===== config.mk =====
export PLATFORM = sky130hd
export DESIGN_NAME = hlsm_driver
export DESIGN_NICKNAME = d
export VERILOG_FILES = /design/src/rtl/hlsm_driver_pkg.sv /design/src/rtl/hlsm_driver.sv
export SDC_FILE = /design/constraint.sdc
export NUM_CORES = 1
export LEC_CHECK = 0
export BUFFER_PORTS_ARGS = -buffer_cell sky130_fd_sc_hd__buf_2
export CORE_ASPECT_RATIO = 0.5
export CORE_MARGIN = 5
export CORE_UTILIZATION = 45
export CTS_CLUSTER_DIAMETER = 150
export DETAILED_ROUTE_END_ITERATION = 8
export GPL_TIMING_DRIVEN = 1
export PLACE_DENSITY = 0.77
export REMOVE_ABC_BUFFERS = 1
export SYNTH_ARGS = -nofsm -noshare
export SYNTH_HDL_FRONTEND = slang
export SYNTH_SLANG_ARGS = --single-unit
export TNS_END_PERCENT = 30

===== constraint.sdc =====
create_clock -name Clk -period 2 [get_ports Clk]
set_input_delay 0 -clock Clk [delete_from_list [all_inputs] [get_ports Clk]]
set_output_delay 0 -clock Clk [all_outputs]
set_load 0.02 [all_outputs]

===== src/rtl/hlsm_driver_pkg.sv =====
// hlsm_driver_pkg
// Shared definitions for the HLS accelerator driver: operand bus layout,
// response status codes, controller state encoding and the default Done
// timeout.
package hlsm_driver_pkg;

  // Operand bus: eight signed bytes a..h, then the divisor num on top.
  localparam int OPND_W  = 8;
  localparam int N_OPNDS = 8;
  localparam int NUM_LSB = N_OPNDS * OPND_W;
  localparam int DATA_W  = NUM_LSB + OPND_W;

  localparam int DEFAULT_TIMEOUT_CYCLES = 32;

  typedef enum logic [1:0] {
    ST_OK      = 2'b00,
    ST_TIMEOUT = 2'b01,
    ST_DIV0    = 2'b10
  } status_e;

  typedef enum logic [1:0] {
    S_IDLE,
    S_LAUNCH,
    S_WAIT,
    S_RESP
  } state_e;

  // LSB position of operand idx (0 = a ... 7 = h) on the operand bus.
  function automatic int opnd_lsb(input int idx);
    return idx * OPND_W;
  endfunction

endpackage


===== src/rtl/hlsm_driver.sv =====
// hlsm_driver
// Host-side driver for an HLS averaging accelerator. Accepts one job at a
// time from the host, launches the accelerator, waits for Done (with a
// timeout that resets the accelerator) and returns the result to the host.
//
// Ports
//   Clk         rising-edge clock
//   Rst         synchronous active-low reset
//   req_valid   host offers a job           req_ready  driver can take it
//   req_data    operands a..h + num (72b)
//   Start       one-cycle launch pulse      op_data    operand bus to accel
//   Done        accelerator done level      avg        accelerator result
//   hls_rst     active-high accelerator reset pulse
//   rsp_valid   response available          rsp_ready  host consumes it
//   rsp_avg     signed result               rsp_status 00 ok/01 timeout/10 div0
//   job_cnt     responses consumed, wraps
//
// state  | meaning
// -------+-------------------------------------------------------------
// IDLE   | ready for a job; captures operands on req_valid
// LAUNCH | Start pulse is high, timeout counter cleared
// WAIT   | waiting for Done (ignored in the first cycle) or timeout
// RESP   | response held on rsp_* until the host takes it
module hlsm_driver
  import hlsm_driver_pkg::*;
#(
  parameter int TIMEOUT_CYCLES = DEFAULT_TIMEOUT_CYCLES
) (
  input  logic              Clk,
  input  logic              Rst,
  input  logic              req_valid,
  output logic              req_ready,
  input  logic [DATA_W-1:0] req_data,
  output logic              Start,
  output logic [DATA_W-1:0] op_data,
  input  logic              Done,
  input  logic [7:0]        avg,
  output logic              hls_rst,
  output logic              rsp_valid,
  input  logic              rsp_ready,
  output logic [7:0]        rsp_avg,
  output logic [1:0]        rsp_status,
  output logic [7:0]        job_cnt
);

  localparam int CNT_W = $clog2(TIMEOUT_CYCLES + 2);
  localparam logic [CNT_W:0] TO_LIM = (CNT_W+1)'(TIMEOUT_CYCLES);

  state_e            r_state;
  logic [CNT_W-1:0]  r_cnt;
  logic [DATA_W-1:0] r_op;
  logic              r_start;
  logic              r_hls_rst;
  logic [7:0]        r_rsp_avg;
  status_e           r_status;
  logic [7:0]        r_job_cnt;

  logic w_num_zero;
  logic w_done_ok;
  logic w_timeout;

  assign w_num_zero = (req_data[NUM_LSB +: OPND_W] == '0);

  // r_cnt is 0 in the first WAIT cycle; Done seen then belongs to the
  // previous job, since the accelerator holds it until it sees Start.
  assign w_done_ok = (r_cnt != '0) && Done;

  // WAIT cycle k after Start carries r_cnt = k-1. Leaving WAIT when
  // r_cnt + 2 reaches the limit places the hls_rst pulse exactly
  // TIMEOUT_CYCLES cycles after Start.
  assign w_timeout = (({1'b0, r_cnt} + (CNT_W+1)'(2)) >= TO_LIM);

  always_ff @(posedge Clk) begin
    if (!Rst) begin
      r_state   <= S_IDLE;
      r_cnt     <= '0;
      r_op      <= '0;
      r_start   <= 1'b0;
      r_hls_rst <= 1'b1;
      r_rsp_avg <= '0;
      r_status  <= ST_OK;
      r_job_cnt <= '0;
    end else begin
      r_start   <= 1'b0;
      r_hls_rst <= 1'b0;
      case (r_state)
        S_IDLE: begin
          if (req_valid) begin
            r_op <= req_data;
            if (w_num_zero) begin
              r_rsp_avg <= '0;
              r_status  <= ST_DIV0;
              r_state   <= S_RESP;
            end else begin
              r_start <= 1'b1;
              r_state <= S_LAUNCH;
            end
          end
        end
        S_LAUNCH: begin
          r_cnt   <= '0;
          r_state <= S_WAIT;
        end
        S_WAIT: begin
          if (w_done_ok) begin
            r_rsp_avg <= avg;
            r_status  <= ST_OK;
            r_state   <= S_RESP;
          end else if (w_timeout) begin
            r_hls_rst <= 1'b1;
            r_rsp_avg <= '0;
            r_status  <= ST_TIMEOUT;
            r_state   <= S_RESP;
          end else begin
            r_cnt <= r_cnt + 1'b1;
          end
        end
        S_RESP: begin
          if (rsp_ready) begin
            r_job_cnt <= r_job_cnt + 8'd1;
            r_state   <= S_IDLE;
          end
        end
        default: r_state <= S_IDLE;
      endcase
    end
  end

  assign req_ready  = (r_state == S_IDLE);
  assign rsp_valid  = (r_state == S_RESP);
  assign Start      = r_start;
  assign hls_rst    = r_hls_rst;
  assign op_data    = r_op;
  assign rsp_avg    = r_rsp_avg;
  assign rsp_status = r_status;
  assign job_cnt    = r_job_cnt;

endmodule


# ---- Word level (Yosys, flattened, before mapping)
# Cells that the tools add are included.
dict set report totals {
  ff_bits 100
  input_bits 85
  out_inout_bits 94
}
dict set report op_classes {
  addsub 3
  magnitude_cmp 1
  eq_ne 9
  n_mux 23
  n_reduce_logical 12
}
# op n
set ops {}
lappend ops {{$mux W8} 4}
lappend ops {{$mux W2} 9}
lappend ops {{$pmux W8 S2} 1}
lappend ops {{$mux W6} 2}
lappend ops {{$pmux W6 S2} 1}
lappend ops {{$reduce_and A3 Y1} 3}
lappend ops {{$add A8 B1 Y8 const B} 1}
lappend ops {{$logic_not A8 Y1} 1}
lappend ops {{$pmux W2 S4} 1}
lappend ops {{$add A6 B2 Y7 const B} 1}
lappend ops {{$ge A7 B6 Y1 const B} 1}
lappend ops {{$add A6 B1 Y6 const B} 1}
lappend ops {{$ne A2 B2 Y1 const B} 3}
lappend ops {{$reduce_bool A6 Y1} 1}
lappend ops {{$eq A2 B2 Y1 const B} 2}
lappend ops {{$mux W1} 4}
lappend ops {{$ne A2 B1 Y1 const B} 2}
lappend ops {{$pmux W2 S2} 1}
lappend ops {{$reduce_and A2 Y1} 2}
lappend ops {{$reduce_and A4 Y1} 1}
lappend ops {{$reduce_bool A2 Y1} 2}
lappend ops {{$ne A3 B3 Y1 const B} 1}
lappend ops {{$eq A2 B1 Y1 const B} 1}
lappend ops {{$logic_not A2 Y1} 1}
lappend ops {{$logic_and A1 B1 Y1} 1}

# ---- Logic depth before layout (Yosys ltp)
# Gate-level depths: netlist (run 1).
dict set report depth {
  word_depth 5
  mapped_depth 7
  mapped_depth_nobuf 6
}

# ---- Worst setup path before layout (run 1)
# OpenSTA, ideal clock, no wires.
dict set report synth_timing {
  path_type {register to register}
  startpoint {register r_cnt[2]}
  endpoint {register r_cnt[4]}
  arrival_ns 1.706
  required_time_ns 1.930
  path_slack_ns 0.224
  path_stages_with_launch 6
  n_path_buf 0
  synth_period_minus_slack_ns 1.776
  cell_sequence {dfxtp_1 ha_1 and3_1 mux2_4 or4_1 a21boi_1}
}
dict set report synth_between {
  elab_chain_cells 4
  elab_cells_between_ends 11
}
# item line_no
set synth_lines {}
lappend synth_lines {{start: declaration} hlsm_driver.sv:50} ;# logic [CNT_W-1:0] r_cnt;
lappend synth_lines {{start signal: assignment} hlsm_driver.sv:115} ;# r_cnt <= r_cnt + 1'b1;
lappend synth_lines {{$add A6 B2 Y7, or another cell as far along} hlsm_driver.sv:71} ;# assign w_timeout = (({1'b0, r_cnt} + (CNT_W+1)'(2)) >= TO_LIM);
lappend synth_lines {{$ge A7 B6 Y1, or another cell as far along} hlsm_driver.sv:71}
lappend synth_lines {{$ne A2 B2 Y1 (no source line) or $mux W6 (tied branches)} -}
lappend synth_lines {{$reduce_and A3 Y1 (no source line) or $pmux W6 S2 (tied branches)} -}
# Parallel ways exist; a longest one is shown, timed or not. The select of a mux whose other input is x is not followed.
# A chain may end at the register's enable or synchronous reset.

# ---- Final worst setup path (run 1)
dict set report layout_timing {
  startpoint {register r_cnt[1]}
  endpoint {register r_cnt[4]}
}
# The elaborated chain is that of the path after synthesis.

==> metrics, run 1 <==
commonest cells in the netlist=nand2_1, dfxtp_1, a21boi_0, clkbuf_1, mux2i_1; Clk pwr share=0.282; via/cell ratio=4.87; Synth area leaders=dfxtp_1, nand2_1, a21boi_0; status=finished, final reports clean; Tcrit/Tclk final=0.956; crit-path max FO=6; post-synthesis adder-cell area fraction=0.0249; most numerous cell in the Yosys netlist=nand2_1; Clock Skews=0.00737 ns; clock buffer depth=2; diode count=0; fin cells=848; vias in the first global route=4,108; initial antenna violation count=0; post-synth top area cell=dfxtp_1; die area=11,000 um^2; Tot Pwr=6.01 mW; met1 Resource Use GR=0.220; simple-gate share of the synthesized area=0.216; Slew Viols, Final=0; number of synthesized flops with an enable pin=0; Tmin final=1.91 ns; Synth Area in XOR/XNOR=0.0131; CTS tree=built; routability congestion estimate=0.817; Reg power frac=0.404; setup bufs post-CTS=0; largest family of logic cells by synthesized area=simple AND/OR/NAND/NOR gates; met3 usage=0.0491; clock latency on the worst-skew pair=0.33 ns; gr usage total=0.219; nets=819; max-cap violations=0; Post-synth top flop=dfxtp_1; Synth Warn #=0; mux contribution to synthesized area=0.0311; Synth top area share=0.498; total CTS buffers=9; total core area=8710 um^2; Cell Pwr Density=972 nW/um^2; antenna-violating nets left=0; hold_sp=req_valid; Vias=4,133; met2 usage=0.413; hpwl dp=7380 um; H-tree lvl count=3; root buffer cell=clkbuf_16; Post-Layout Inst Area=6180 um^2; # setup viols final=0; Post-Synthesis Cells=472; fmax=523 MHz; DRC Markers=0; Critical Path Sink Type=flop; busiest grt layer=met2; drt initial violations=191; Worst VDD drop=0.556 mV; RSZ-0062 raised after global routing=no; Yosys reg bits=100; combinational cell fraction of total power=0.314; Rows=24; DP Area=5050 um^2; Seq/Total Area, Yosys=0.498; final setup TNS=0 ns; # clock sinks=100; CP Launch Type=flop; RR Startpoint=r_cnt[1]; pin count of the biggest net entering global routing=75; DRT Wirelength=12,200 um; LEAKAGE=2.88 nW; Sw Share=0.333; placed insts=750; Die Y=76.8 um; Worst-Margin Slew=0.528 ns; Initial Util=0.461; total grt overflow=0; drt pass-1 iters=4; first-pass GRT wire length=19,400 um; Avg Cell Area, Syn=8.51 um^2; Post-Syn Area=4020 um^2; IO Pins=179; CP startpoint=r_cnt[1]; internal power=4.01 mW; CP required=2.26 ns; Arr. time, crit path=2.17 ns; ys async rst share=0; Setup Crit Path Kind=reg2reg; Syn-to-layout area delta=53.9%; Hold WC Path Type=in2reg; share of layout cells above drive strength 1=0.287; wire per inst=14.4 um; P_sw=2.00 mW; Fin. Hold Viols=0; clk slew on worst S/H paths=0.06 ns; Rel. slew slack=0.645; Synth Area in Compound Gates=0.182; IO buf count=178; die width=144 um; fin util=0.710; Synth cell types=37
-- logic make-up (layout without fill, tap and decap cells) --
group | count (synthesis) | after routing
and+or+nand+nor | 211 | 211
muxes | 12 | 12
adders and majority gates | 8 | 8
xor gates and xnor gates | 6 | 6
AOI/OAI and AO/OA | 99 | 99
buffers and inverters | 36 | 295
DFF | 100 | 100
-- final timing paths --
path                                    to  slack [ns]  cells past startpoint
worst max register to register    r_cnt[4]        0.09                      5
worst min-delay path            r_state[0]        0.17                      4
worst min register to register  rsp_avg[2]        0.46                      2
worst max-delay path              r_cnt[4]        0.09                      5
-- stage by stage --
stage	hold slack, ns	worst slack, ns
6_report	0.174	0.0883
5_1_grt	0.197	0.0147
4_1_cts	0.166	0.0567
3_5_place_dp	0.253	0.0787
3_3_place_gp	0.245	0.168
2_1_floorplan	0.0762	-1.21
-- state kept, by name, summed over array words and instances, names as in the netlist --
signal      flops
op_data        72
rsp_avg         8
r_state         2
r_cnt           6
job_cnt         8
Start           1
hls_rst         1
rsp_status      2
-- metal layers --
layer | vias up | wire length [um]
met3 | 55 | 492
met5 | - | 0
li1 | 2059 | -
met2 | 133 | 6620
met1 | 1886 | 4500
met4 | 0 | 640
-- cell usage in the layout (no fill, tap or decap), types with 3 or more instances in the layout --
cell / instances
buf_2: 178
nand2_1: 172
dfxtp_1: 99
dlygate4sd3_1: 82
a21boi_0: 77
mux2i_1: 11
inv_1: 9
clkbuf_16: 9
ha_1: 8
buf_4: 8
nand3_1: 7
o21ai_0: 6
nor2_1: 5
and2_1: 5
clkbuf_8: 5
nor3_1: 4
a21oi_1: 4
nor4_1: 3
nand2b_1: 3
xor2_1: 3
xnor2_1: 3
-- worst max-delay path: stages, from the launching register on --
cell      delay (ns)
dfxtp_1         0.39
ha_1            0.21
and3_1          0.22
mux2_4          0.35
or4_1           0.51
a21boi_1        0.16
-- power groups by stage --
| stage | clock, mW | combinational [mW] | sequential, mW |
|---|---|---|---|
| 2_1_floorplan | 0 | 0.710 | 2.80 |
| 3_3_place_gp | 0 | 1.70 | 2.45 |
| 3_5_place_dp | 0 | 1.73 | 2.46 |
| 4_1_cts | 1.76 | 1.86 | 2.42 |
| 5_1_grt | 1.84 | 2.05 | 2.46 |
| 6_report | 1.70 | 1.89 | 2.43 |
-- area by class of cell --
type / count / area [um^2]
fillers: 647 / 2520
flip-flops and latches: 100 / 2000
multi-input cells: 336 / 1890
repair buffers: 270 / 1810
clock buffers: 16 / 302
well taps: 117 / 146
inverters: 9 / 33.8
-- repair_timing --
item	in CTS	in global routing
hold buffers	82	0
setup endpoints to repair	0	5
gates resized for setup	0	2
hold endpoints to repair	82	0
(Power assumes the default switching activity.)
==> inputs of run 2 (changes only) <==
MAX_ROUTING_LAYER = met4   (was not set)
==> run 2 against run 1 <==
Effect of this change: global-route usage up 0.59 points; combinational power about the same; clock power about the same; largest power group unchanged.
==> metrics, run 2 (synthesis results as in run 1) <==
Syn-to-layout area delta=53.9%; pin count of the biggest net entering global routing=75; Slew Viols, Final=0; Vias=4,122; Tmin final=1.91 ns; H-tree lvl count=3; Hold WC Path Type=in2reg; Rows=24; Tcrit/Tclk final=0.957; Slowest-stage cell, CP=or4_1; routability congestion estimate=0.829; fmax=522 MHz; die area=11,000 um^2; top cell family by delay on the critical path=simple AND/OR/NAND/NOR gates; nets=819; LEAKAGE=2.88 nW; pre-CTS setup slack=0.0787 ns; Tot Pwr=6.01 mW; max reg flops=72; DRC Markers=0; drt pass-1 iters=5; clock latency on the worst-skew pair=0.33 ns; root buffer cell=clkbuf_16; # clock sinks=100; DRT Wirelength=12,200 um; Initial Util=0.461; IO buf count=178; Die Y=76.8 um; wire per inst=14.4 um; CP required=2.26 ns; total grt overflow=0; hpwl dp=7380 um; Rel. slew slack=0.647; Worst-Margin Slew=0.525 ns; Cell Pwr Density=971 nW/um^2; Clock Skews=0.00780 ns; CP Launch Type=flop; total CTS buffers=9; IO Pins=179; RSZ-0062 raised after global routing=no; initial antenna violation count=0; fin util=0.710; Critical Path Sink Type=flop; CP bufs+invs=0; most common cell after layout, fill and taps aside=buf_2; clock buffer depth=2; gr usage total=0.225; via/cell ratio=4.86; share of layout cells above drive strength 1=0.287; vias in the first global route=4,109; final setup TNS=0 ns; critical-path cell list=ha_1, and3_1, mux2_4, or4_1, a21boi_1; CTS tree=built; # setup viols final=0; first-pass GRT wire length=19,400 um; total core area=8710 um^2; crit-path max FO=6; Arr. time, crit path=2.17 ns; diode count=0; clk slew on worst S/H paths=0.06 ns; fillcell total=647; Fin. Hold Viols=0; antenna-violating nets left=0; die width=144 um; setup bufs post-CTS=0; final setup margin=0.0853 ns; most frequent cells in the layout=buf_2, nand2_1, dfxtp_1, dlygate4sd3_1, a21boi_0; Worst VDD drop=0.556 mV; drt initial violations=194; max-cap violations=0; status=finished, final reports clean; Setup Crit Path Kind=reg2reg; max incr delay on CP=0.51 ns
[run 2: what timing repair did]
item | CTS | global route
hold endpoints to repair | 82 | 0
setup endpoints to repair | 0 | 5
resized for setup | 0 | 2
hold buffers | 82 | 0
[run 2: where the power goes]
part / internal, mW / switching (mW)
Sequential: 2.28 / 0.144
Clock: 1.02 / 0.678
Combinational: 0.709 / 1.18
Total: 4.01 / 2.00
[run 2: worst min-delay path: stages]
cell,delay (ns)
buf_2,0.10
o21ai_0,0.08
a21oi_1,0.17
o21a_1,0.12
[run 2: per-layer routing]
metal,part of all wire,GRT usage,vias to the layer above
li1,-,-,2057
met3,0.037,0.0485,55
met2,0.54,0.412,112
met4,0.052,0.124,0
met5,0,-,-
met1,0.37,0.220,1898
[run 2: worst paths after layout]
check / start / to / slack (ns) / cells past startpoint
max: r_cnt[1] / r_cnt[4] / 0.09 / 5
min: req_valid / r_state[0] / 0.18 / 4
max reg2reg: r_cnt[1] / r_cnt[4] / 0.09 / 5
min reg2reg: rsp_avg[2] / rsp_avg[2] / 0.46 / 2
[run 2: layout make-up]
| cell class | instances | area (um^2) | area share |
|---|---|---|---|
| clock buffer | 16 | 302 | 0.0488 |
| tap | 117 | 146 | 0.0237 |
| inverter | 9 | 33.8 | 0.00546 |
| sequential | 100 | 2000 | 0.324 |
| timing repair buffer | 270 | 1810 | 0.293 |
| multi-input combinational | 336 | 1890 | 0.305 |
[run 2: stage by stage]
step | hold slack, ns | instances | instance area, um^2
finish | 0.175 | 848 | 6180
global route | 0.197 | 848 | 6180
CTS | 0.166 | 848 | 6170
detailed placement | 0.253 | 750 | 5050
global placement | 0.245 | 750 | 5050
floorplan | 0.0762 | 445 | 3910
==> inputs of run 3 (changes only) <==
GPL_TIMING_DRIVEN = 0   (was 1)
==> run 3 against run 2 <==
Effect of this change: clock power down 4%; sequential power about the same; cell area barely moved; wire length is 1.4% higher; power down 0.15%; count of clock-buffer cells in the layout shrank 1; non-clock buffer count down 8; maximum frequency down 0.83%; sequential share of layout area hardly changed; combinational power rose by 3%; critical path depth grew 1; register-to-register slack got worse by 0.02 ns.
==> metrics, run 3 (synthesis results as in run 1) <==
die width=144 um; Rel. slew slack=0.473; Arr. time, crit path=2.17 ns; clock buffer depth=2; Slew Viols, Final=0; clk slew on worst S/H paths=0.07 ns; H-tree lvl count=3; Critical Path Sink Type=flop; fillcell total=661; Rows=24; drt pass-1 iters=4; Setup Crit Path Kind=reg2reg; register area=2000 um^2; max reg flops=72; most frequent cells in the layout=buf_2, nand2_1, dfxtp_1, dlygate4sd3_1, a21boi_0; crit-path max FO=8; via/cell ratio=4.92; RSZ-0062 raised after global routing=yes; CP Launch Type=flop; LEAKAGE=2.84 nW; Hold WC Path Type=in2reg; share of layout cells above drive strength 1=0.292; antenna-violating nets left=0; Tmin final=1.93 ns; IO buf count=178; pre-CTS setup slack=-0.590 ns; DRT Wirelength=12,400 um; CTS tree=built; Cell Pwr Density=970 nW/um^2; pin count of the biggest net entering global routing=54; die area=11,000 um^2; total CTS buffers=9; first-pass GRT wire length=19,600 um; wire per inst=14.7 um; # setup viols final=0; Tcrit/Tclk final=0.965; Initial Util=0.461; routability congestion estimate=0.801; Worst-Margin Slew=0.790 ns; nets=813; Clock Skews=0.00603 ns; worst hold slack=0.00414 ns; multi-input logic area=1950 um^2; Syn-to-layout area delta=53.8%; fmax=518 MHz; final setup margin=0.0692 ns; IO Pins=179; Die Y=76.8 um; CP required=2.24 ns; root buffer cell=clkbuf_16; most common cell after layout, fill and taps aside=buf_2; Worst VDD drop=0.646 mV; gr usage total=0.225; diode count=0; Fin. Hold Viols=0; DRC Markers=0; total grt overflow=0; initial antenna violation count=0; hpwl dp=7500 um; Vias=4,146; clock latency on the worst-skew pair=0.33 ns; total core area=8710 um^2; # clock sinks=100; drt initial violations=162; status=finished, final reports clean; max-cap violations=0; vias in the first global route=4,155
[run 3: cell types whose count changed in the layout (fill, tap and decap cells not counted), moves of 2 or more]
cell / delta
a21o_4: +2
buf_4: -7
clkbuf_8: -2
dlygate4sd3_1: -2
ha_1: -2
ha_2: +2
[run 3: per-stage QoR]
stage	area (um^2)	total power, mW	cells	utilization	TNS (ns)
after floorplan	3910	3.51	445	-	-41.14
after global placement	4950	4.10	740	0.568	-92.86
after detailed placement	5010	4.17	743	0.576	-4.91
after CTS	6140	5.98	842	0.705	0
after global routing	6180	6.34	842	0.710	-0.0358
final	6180	6.00	842	0.710	0
[run 3: path summary, 6_finish.rpt]
kind | from | end | slack [ns] | cells past startpoint
max | r_state[0] | rsp_avg[0] | 0.07 | 6
min | rsp_ready | job_cnt[1] | 0.004 | 3
max reg2reg | r_state[0] | rsp_avg[0] | 0.07 | 6
min reg2reg | op_data[14] | op_data[14] | 0.46 | 2
[run 3: routing by layer]
layer,track usage,part of all wire
met2,0.422,0.56
met5,-,0
met4,0.104,0.040
met3,0.0479,0.040
met1,0.222,0.36
[run 3: repair_timing]
item	in CTS	in global routing
pin swaps	1	0
gates resized for setup	6	8
endpoints found under the setup margin	11	14
buffers inserted	1	0
hold buffers	80	0
cloned	2	0
endpoints found under the hold margin	80	0
[run 3: final cells by class]
class | count | area share
repair buffers | 262 | 0.285
clock inverters | 1 | 0.000810
inverters | 9 | 0.00547
well taps | 117 | 0.0237
clock buffers | 15 | 0.0449
multi-input cells | 338 | 0.316
flip-flops and latches | 100 | 0.324
[run 3: worst max-delay path, cell delays in order (launching register included)]
cell      delay (ns)
dfxtp_1         0.34
inv_1           0.10
ha_2            0.29
nand2_1         0.10
a311oi_2        0.60
nand2_1         0.17
mux2i_1         0.22
[run 3: power breakdown]
group | switching (mW) | total (mW) | leakage, nW | internal, mW
clock | 0.686 | 1.63 | 0.140 | 0.946
sequential | 0.143 | 2.43 | 0.818 | 2.28
combinational | 1.22 | 1.94 | 1.88 | 0.720
